--- src/rtl/user_event_gen.sv ---
// Purpose : turns five raw buttons into 3-bit game event codes and queues them in a show-ahead FIFO.
// Latency : a clean input edge reaches user_event_ready_o DEBOUNCE_CYCLES+4 cycles later (2 sync, debounce, pending, write).
// Backpres: a full FIFO holds events in per-button pending flags; a repeat event on a pending button merges and pulses overflow_o.
//
// Ports:
//   clk_i, srst_i                 clock, synchronous active-high reset
//   btn_*_i                       raw asynchronous active-high buttons
//   user_event_o                  head-of-FIFO event code, valid while user_event_ready_o=1
//   user_event_ready_o            FIFO not empty
//   user_event_rd_req_i           pop request, honoured only while ready
//   overflow_o                    one-cycle pulse when an event merged into a pending one
module user_event_gen #(
   parameter int DEBOUNCE_CYCLES      = 500000,
   parameter int REPEAT_DELAY_CYCLES  = 15000000,
   parameter int REPEAT_PERIOD_CYCLES = 5000000,
   parameter int FIFO_DEPTH           = 4
) (
   input  logic       clk_i,
   input  logic       srst_i,
   input  logic       btn_left_i,
   input  logic       btn_right_i,
   input  logic       btn_down_i,
   input  logic       btn_rotate_i,
   input  logic       btn_new_game_i,
   output logic [2:0] user_event_o,
   output logic       user_event_ready_o,
   input  logic       user_event_rd_req_i,
   output logic       overflow_o
);

   // Event codes, matching the values in defs.vh.
   localparam logic [2:0] EV_NONE     = 3'd0;
   localparam logic [2:0] EV_LEFT     = 3'd1;
   localparam logic [2:0] EV_RIGHT    = 3'd2;
   localparam logic [2:0] EV_DOWN     = 3'd3;
   localparam logic [2:0] EV_ROTATE   = 3'd4;
   localparam logic [2:0] EV_NEW_GAME = 3'd5;

   // Button indices inside the per-button vectors.
   localparam int NB    = 5;
   localparam int B_LEFT  = 0;
   localparam int B_RIGHT = 1;
   localparam int B_DOWN  = 2;
   localparam int B_ROT   = 3;
   localparam int B_NEW   = 4;

   // Only LEFT, RIGHT and DOWN autorepeat.
   localparam logic [NB-1:0] REPEATS = 5'b00111;

   localparam int DB_W   = $clog2(DEBOUNCE_CYCLES + 1);
   localparam int RP_MAX = (REPEAT_DELAY_CYCLES > REPEAT_PERIOD_CYCLES) ?
                           REPEAT_DELAY_CYCLES : REPEAT_PERIOD_CYCLES;
   localparam int RP_W   = $clog2(RP_MAX + 1);
   localparam int PTR_W  = $clog2(FIFO_DEPTH);
   localparam int CNT_W  = PTR_W + 1;

   localparam logic [DB_W-1:0]  DB_LAST    = DB_W'(DEBOUNCE_CYCLES - 1);
   localparam logic [RP_W-1:0]  RP_DELAY   = RP_W'(REPEAT_DELAY_CYCLES);
   localparam logic [RP_W-1:0]  RP_PERIOD  = RP_W'(REPEAT_PERIOD_CYCLES);
   localparam logic [CNT_W-1:0] CNT_DEPTH  = CNT_W'(FIFO_DEPTH);

   logic [NB-1:0]   btn_raw;
   logic [NB-1:0]   sync1, sync2;
   logic [NB-1:0]   stable, stable_q;
   logic [DB_W-1:0] db_cnt [NB];
   logic [RP_W-1:0] rp_cnt [NB];
   logic [NB-1:0]   rp_first;
   logic [NB-1:0]   rp_hit;
   logic [NB-1:0]   ev;
   logic [NB-1:0]   pend;
   logic [NB-1:0]   sel;
   logic [NB-1:0]   clr;
   logic [2:0]      sel_code;

   logic [2:0]       mem [FIFO_DEPTH];
   logic [PTR_W-1:0] wr_ptr, rd_ptr;
   logic [CNT_W-1:0] count;
   logic             ready;
   logic             pop;
   logic             wr_en;

   assign btn_raw = {btn_new_game_i, btn_rotate_i, btn_down_i, btn_right_i, btn_left_i};

   // Synchroniser, debounce and repeat counters.
   always_ff @(posedge clk_i) begin
      if (srst_i) begin
         sync1    <= '0;
         sync2    <= '0;
         stable   <= '0;
         stable_q <= '0;
         rp_first <= '0;
         for (int i = 0; i < NB; i++) begin
            db_cnt[i] <= '0;
            rp_cnt[i] <= '0;
         end
      end else begin
         sync1    <= btn_raw;
         sync2    <= sync1;
         stable_q <= stable;
         for (int i = 0; i < NB; i++) begin
            // Any agreeing cycle restarts the stability window.
            if (sync2[i] == stable[i]) begin
               db_cnt[i] <= '0;
            end else if (db_cnt[i] == DB_LAST) begin
               stable[i] <= sync2[i];
               db_cnt[i] <= '0;
            end else begin
               db_cnt[i] <= db_cnt[i] + 1'b1;
            end

            // rp_cnt equals the number of cycles since the rise (or since the
            // last repeat, restarting at 1), so a hit lands exactly on the
            // delay/period boundary.
            if (!REPEATS[i] || !stable[i]) begin
               rp_cnt[i]   <= '0;
               rp_first[i] <= 1'b0;
            end else if (rp_hit[i]) begin
               rp_cnt[i]   <= RP_W'(1);
               rp_first[i] <= 1'b1;
            end else begin
               rp_cnt[i] <= rp_cnt[i] + 1'b1;
            end
         end
      end
   end

   // Event sources: debounced rise plus autorepeat hits.
   always_comb begin
      rp_hit = '0;
      for (int i = 0; i < NB; i++) begin
         rp_hit[i] = REPEATS[i] & stable[i] &
                     (rp_cnt[i] == (rp_first[i] ? RP_PERIOD : RP_DELAY));
      end
      ev = (stable & ~stable_q) | rp_hit;
   end

   // Arbiter: fixed priority NEW_GAME > ROTATE > DOWN > LEFT > RIGHT.
   always_comb begin
      sel      = '0;
      sel_code = EV_NONE;
      if (pend[B_NEW]) begin
         sel[B_NEW] = 1'b1;
         sel_code   = EV_NEW_GAME;
      end else if (pend[B_ROT]) begin
         sel[B_ROT] = 1'b1;
         sel_code   = EV_ROTATE;
      end else if (pend[B_DOWN]) begin
         sel[B_DOWN] = 1'b1;
         sel_code    = EV_DOWN;
      end else if (pend[B_LEFT]) begin
         sel[B_LEFT] = 1'b1;
         sel_code    = EV_LEFT;
      end else if (pend[B_RIGHT]) begin
         sel[B_RIGHT] = 1'b1;
         sel_code     = EV_RIGHT;
      end
   end

   assign ready = (count != '0);
   assign pop   = user_event_rd_req_i & ready;
   // A full FIFO still accepts a write when the head leaves in the same cycle.
   assign wr_en = (|pend) & ((count < CNT_DEPTH) | pop);
   assign clr   = wr_en ? sel : '0;

   // Pending flags and merge detection.
   always_ff @(posedge clk_i) begin
      if (srst_i) begin
         pend       <= '0;
         overflow_o <= 1'b0;
      end else begin
         pend       <= (pend & ~clr) | ev;
         overflow_o <= |(ev & pend & ~clr);
      end
   end

   // Show-ahead FIFO storage and pointers.
   always_ff @(posedge clk_i) begin
      if (srst_i) begin
         wr_ptr <= '0;
         rd_ptr <= '0;
         count  <= '0;
         for (int i = 0; i < FIFO_DEPTH; i++) begin
            mem[i] <= EV_NONE;
         end
      end else begin
         if (wr_en) begin
            mem[wr_ptr] <= sel_code;
            wr_ptr      <= wr_ptr + 1'b1;
         end
         if (pop) begin
            rd_ptr <= rd_ptr + 1'b1;
         end
         case ({wr_en, pop})
            2'b10:   count <= count + 1'b1;
            2'b01:   count <= count - 1'b1;
            default: count <= count;
         endcase
      end
   end

   assign user_event_ready_o = ready;
   assign user_event_o       = ready ? mem[rd_ptr] : EV_NONE;

endmodule

--- config.mk ---
export PLATFORM = sky130hd
export DESIGN_NAME = user_event_gen
export DESIGN_NICKNAME = d
export VERILOG_FILES = /design/src/rtl/user_event_gen.sv
export SDC_FILE = /design/constraint.sdc
export NUM_CORES = 1
export LEC_CHECK = 0
export CAP_MARGIN = 10
export CORE_ASPECT_RATIO = 0.75
export CORE_MARGIN = 2
export CORE_UTILIZATION = 57
export DETAILED_ROUTE_END_ITERATION = 7
export PLACE_DENSITY_LB_ADDON = 0.25
export SKIP_CTS_REPAIR_TIMING = 1
export SYNTH_ARGS = -nofsm -noshare
export SYNTH_HDL_FRONTEND = slang
export SYNTH_SLANG_ARGS = --single-unit
--- constraint.sdc ---
create_clock -name clk_i -period 2.4 [get_ports clk_i]
set_clock_uncertainty 0.2 [all_clocks]
set_input_delay 0.72 -clock clk_i [delete_from_list [all_inputs] [get_ports clk_i]]
set_output_delay 0.72 -clock clk_i [all_outputs]
set_load 0.01 [all_outputs]
## Word-level counts from Yosys, hierarchy flattened

Memory sizes are Yosys's and may differ from the RTL's. A register that Yosys moved wholly into a read port is not among the register bits.
Index checks and enable logic that the tools add are counted.

| storage, ports and cells | value |
|---|---|
| input port bits | 8 |
| bits in writable memories | 227 |
| register bits after elaboration | 36 |
| memories kept | 3 |

Memories:

| name | depth | bits a word | read ports | clocked after memory_dff | write ports | RTL line | text |
|---|---|---|---|---|---|---|---|
| rp_cnt | 5 | 24 | 3 | 0 | 5 | 66 | `logic [RP_W-1:0] rp_cnt [NB];` |
| db_cnt | 5 | 19 | 5 | 0 | 5 | 65 | `logic [DB_W-1:0] db_cnt [NB];` |
| mem | 4 | 3 | 1 | 1 | 4 | 75 | `logic [2:0] mem [FIFO_DEPTH];` |

| cells by class | value |
|---|---|
| bitwise gates (word level) | 48 |
| reduce and logical (&&, ||, !) cells | 13 |
| equality and inequality tests | 15 |
| magnitude comparators | 1 |
| muxes and demuxes | 145 |
| $add $sub $neg | 12 |

Operators with widths:

| operator | count |
|---|---|
| 24-bit 2-to-1 mux | 14 |
| 19-bit 2-to-1 mux | 15 |
| 1-bit 2-to-1 mux | 101 |
| 19-bit by 1-bit adder with 19-bit output (second input constant) | 5 |
| 19-bit == test (second input constant) | 5 |
| 24-bit by 1-bit adder with 24-bit output (second input constant) | 3 |
| 24-bit == test | 3 |
| 1-bit bitwise OR | 27 |
| 5-bit bitwise AND | 4 |
| 3-bit 2-to-1 mux | 5 |
| 2-bit 2-to-1 mux | 7 |
| 5-bit inverter | 2 |
| 2-bit AND reduction | 5 |
| 5-bit OR reduction | 2 |
| 1-bit inverter | 8 |
| 3-bit case mux with 2 select lines | 1 |
| 2-bit OR reduction | 3 |
| 1-bit bitwise AND | 5 |
| 1-bit == test | 5 |
| 5-bit 2-to-1 mux | 1 |
| 5-bit by 3-bit bitwise OR with 5-bit output | 1 |
| 5-bit bitwise OR | 1 |
| 2-bit by 1-bit adder with 2-bit output (second input constant) | 2 |
| 4-bit 2-to-1 mux | 1 |
| other kinds (8) | 8 |

## Logic depth before layout (Yosys ltp)

| depth | value |
|---|---|
| word-level depth | 9 |
| gate-level depth with buffers | 9 |

## Least setup slack after synthesis

No wires, ideal clock.

| path | value |
|---|---|
| path type | input -> register |
| start | input port user_event_rd_req_i |
| end | register count[2] |
| path slack | -177 ps |
| data required time | 2130 ps |
| arrival | 2307 ps |
| cell stages on the path | 9 |
| cells stage by stage | nor2b_1 -> a31oi_1 -> inv_1 -> ha_1 -> inv_1 -> fa_1 -> xor2_1 -> or3_1 -> a21oi_1 |

| on the way | value |
|---|---|
| cells in the longest elaborated chain, start to end | 5 |
| elaborated cells between the ends (all ways) | 7 |
| those cells by class | 2 x eq/ne; 1 x mux; 3 x bitwise; 1 x reduce/logical |

RTL lines:

| item | RTL line | text |
|---|---|---|
| start, declared | 27 | `input logic user_event_rd_req_i,` |
| 1-bit bitwise AND (*) | 160 | `assign pop = user_event_rd_req_i & ready;` |
| 1-bit bitwise OR | 162 | `assign wr_en = (\|pend) & ((count < CNT_DEPTH) \| pop);` |
| 1-bit bitwise AND | 162 |  |
| 2-bit by 1-bit == test with 1-bit output or 2-bit == test (tied branches) | 193 | `case ({wr_en, pop})` |
| 3-bit case mux with 2 select lines or 2-bit nonzero test (tied branches) | n/a |  |
| end signal, assigned | 194 | `2'b10: count <= count + 1'b1;` |
| end signal, assigned | 195 | `2'b01: count <= count - 1'b1;` |
| end signal, assigned | 196 | `default: count <= count;` |
| end, declared | 77 | `logic [CNT_W-1:0] count;` |

Every way passes the cells marked *; elsewhere a longest branch is shown, timed or not.
A chain may end at the register's enable or synchronous reset.

==> flow_summary.toml <==
[critical_path]
crit_required_ps = 1480
path_buf_inv = 1
cp_cell_sequence = "mux4_2, and2_4, buf_6"
path_class = "flip-flop to output port"
path_max_fanout = 3
slowest_stage = "mux4_2"
cp-end-kind = "output port"
r2r-end = "rp_cnt[0][62]"
start_kind = "flip-flop"
r2r_cells = 6
rrSetupSlack_ps = 100
crit_arrival_ps = 1660
rr_startpoint = "rp_cnt[0][69]"
crit_path_max_incr_delay_ps = 520
critPathTopFamily = "multiplexers"

[sta]
rsz0062_at_grt = "true"
final_max_slew_viol_count = 0
setup_ws_ps = -185
fin_crit_sh_pct = 108
fin_crit_ps = 2580
hold_viol = 0
worst_slew_pin_slew_ps = 527
whs_ps = 233
maxSlewHeadroom_pct = 64.5
setup_viol = 3
fmax_mhz = 387

[global_routing]
grt_max_degree = 24
grt_pass1_vias = 7489
grt_pass1_wl_mm = 34.7
grt_antenna_before_repair = 0
grtUsageTotal_pct = 20.3
overflow = 0

[route]
wl_per_cell_um = 13.0
vias = 7833
first_pass_iters = 6
final_antenna_net_count = 0
drt_iter0_drc = 538
viasPerCell = 5.08
wl_mm = 20.0
drc = 0

[run_status]
violations = "setup timing"
status = "complete, but fails checks"

[die]
dieArea_mm2 = 0.0206
die_w_um = 165
die_h_um = 125
initial_core_util_pct = 57.7
coreArea_mm2 = 0.0192
ioPinCount = 13
rows = 44

[clocking]
clock_latency_ps = 510
tritoncts = "yes"
clock_path_buffers = 3
cts.sinks = 217
clk_pin_slew_worst_paths_ps = 60
cts_made_buffers = 23
cts_max_level = 1
clock-root-buffer = "clkbuf_16"

[hold_path]
hold_path.class = "flip-flop to flip-flop"
hold_end = "sync2[0]"
min-delay-start = "sync1[0]"
hold_depth = 1

[yosys]
ys.flop_type = "edfxtp_1"
synth_edf_count = 179
synthCells = 1046
yosysUniqueCellTypes = 52
yosysSeqAreaShare_pct = 55.4
synth_top_area_share_pct = 48.5
synthArstFlopShare_pct = 0
synth.most_common_cell = "nor2_1"
synth.avg_cell_area_um2 = 10.6
yosysTopAreaCell = "edfxtp_1"
synth_seq_cells = 217
synth.top_cells.by_count = "nor2_1 (229), edfxtp_1 (179), xnor2_1 (83), xor2_1 (80), nand3_1 (65)"
synthTopCellsByArea = "edfxtp_1 (49%), nor2_1 (7.8%), dfxtp_1 (6.9%), xnor2_1 (6.6%), xor2_1 (6.3%)"
synth_warnings = 0
netlist_area_mm2 = 0.0111

[cells_and_area]
regArea_mm2 = 0.00614
area_growth_pct = 20.0
multiInputGateArea_mm2 = 0.00539
nFillCells = 1447
fin_nets = 1295
drive_above_1_share_pct = 9.38
antenna_cells = 0

[pwr]
cellPowerDensity_mw_per_mm2 = 610
p_leak_nw = 4.73
totalPowerFinal_mw = 8.11
vdd_drop_max_uv = 453

[placed_design]
place_hpwl_mm = 14.0
gp_congestion = 0.800
portBuffers = 12

[flow_run]
cap_violations = 0
==> metal layers <==
layer	global-route usage (%)	part of all wire (%)	routed length [µm]
met3	2.93	3.4	677
met1	30.7	50	10000
met4	4.65	1.8	367
met5	0	0	0
met2	31.0	45	8910
==> per-stage QoR <==
step	utilization, %	setup WS [ps]	instance area (µm²)	instances	TNS [ps]
after CTS	69.0	-676	13300	1543	-2400
after global placement	65.1	-483	12500	1502	-4530
final	69.2	-185	13300	1543	-514
after floorplan	-	17.6	11700	1212	0
after detailed placement	65.1	-512	12500	1502	-5120
after global routing	69.2	-226	13300	1543	-669
==> where the power goes <==
group	switching [mW]	total, mW	leakage, nW	internal [mW]
Sequential	0.131	4.33	2.16	4.20
Clock	1.41	3.50	0.378	2.08
Combinational	0.158	0.290	2.20	0.132
==> sequential cells by signal, indices dropped and copies added (netlist names), named ones only <==
register / flops
rp_first: 3
stable_q: 5
stable: 5
pend: 5
overflow_o: 1
db_cnt: 95
sync2: 5
wr_ptr: 2
rp_cnt: 72
sync1: 5
mem: 12
count: 3
rd_ptr: 2
==> worst max path at each step <==
| stage | start | to | slack, ps | cells after the start |
|---|---|---|---|---|
| final | flip-flop | user_event_o[0] | -180 | 3 |
| after global placement | user_event_rd_req_i | count[2] | -480 | 10 |
| after CTS | flip-flop | user_event_o[0] | -680 | 3 |
| after floorplan | user_event_rd_req_i | count[2] | 20 | 9 |
| after global routing | flip-flop | user_event_o[1] | -230 | 3 |
| after detailed placement | user_event_rd_req_i | count[2] | -510 | 10 |
==> cells by family after synthesis <==
group,synth area share [%]
flip-flops,55.4
adder cells (fa/ha/maj),1.54
multiplexers,1.06
XOR/XNOR,12.9
buffers and inverters,2.24
AND/OR/NAND/NOR,24.6
AO/OA/AOI/OAI,2.31
other,0.0338
==> layout by cell type, fill, tap and decap left out, types with 7 or more instances in the layout <==
cell type    n
nor2b_1     16
nor4_1      11
nand3_1     65
clkbuf_16   24
o21ai_0      7
ha_1        11
buf_4       46
nand2_1     55
nand2b_1    10
nor3_1      31
and3_1      20
nor4b_1      9
nor2_1     228
inv_1       34
nand4_1     40
conb_1     167
or3_1       12
nor4bb_1     9
xor2_1      80
dfxtp_1     37
xnor2_1     83
a21oi_1     12
and4_1      18
edfxtp_1   179
clkinv_2     7
==> area by class of cell <==
class,instances,area share [%]
Sequential cell,217,46.2
Multi-Input combinational cell,934,40.6
Clock buffer,33,5.15
Timing Repair Buffer,64,4.28
Tap cell,253,2.38
Inverter,34,0.960
Clock inverter,8,0.489
Power figures use the tool's default switching activity.
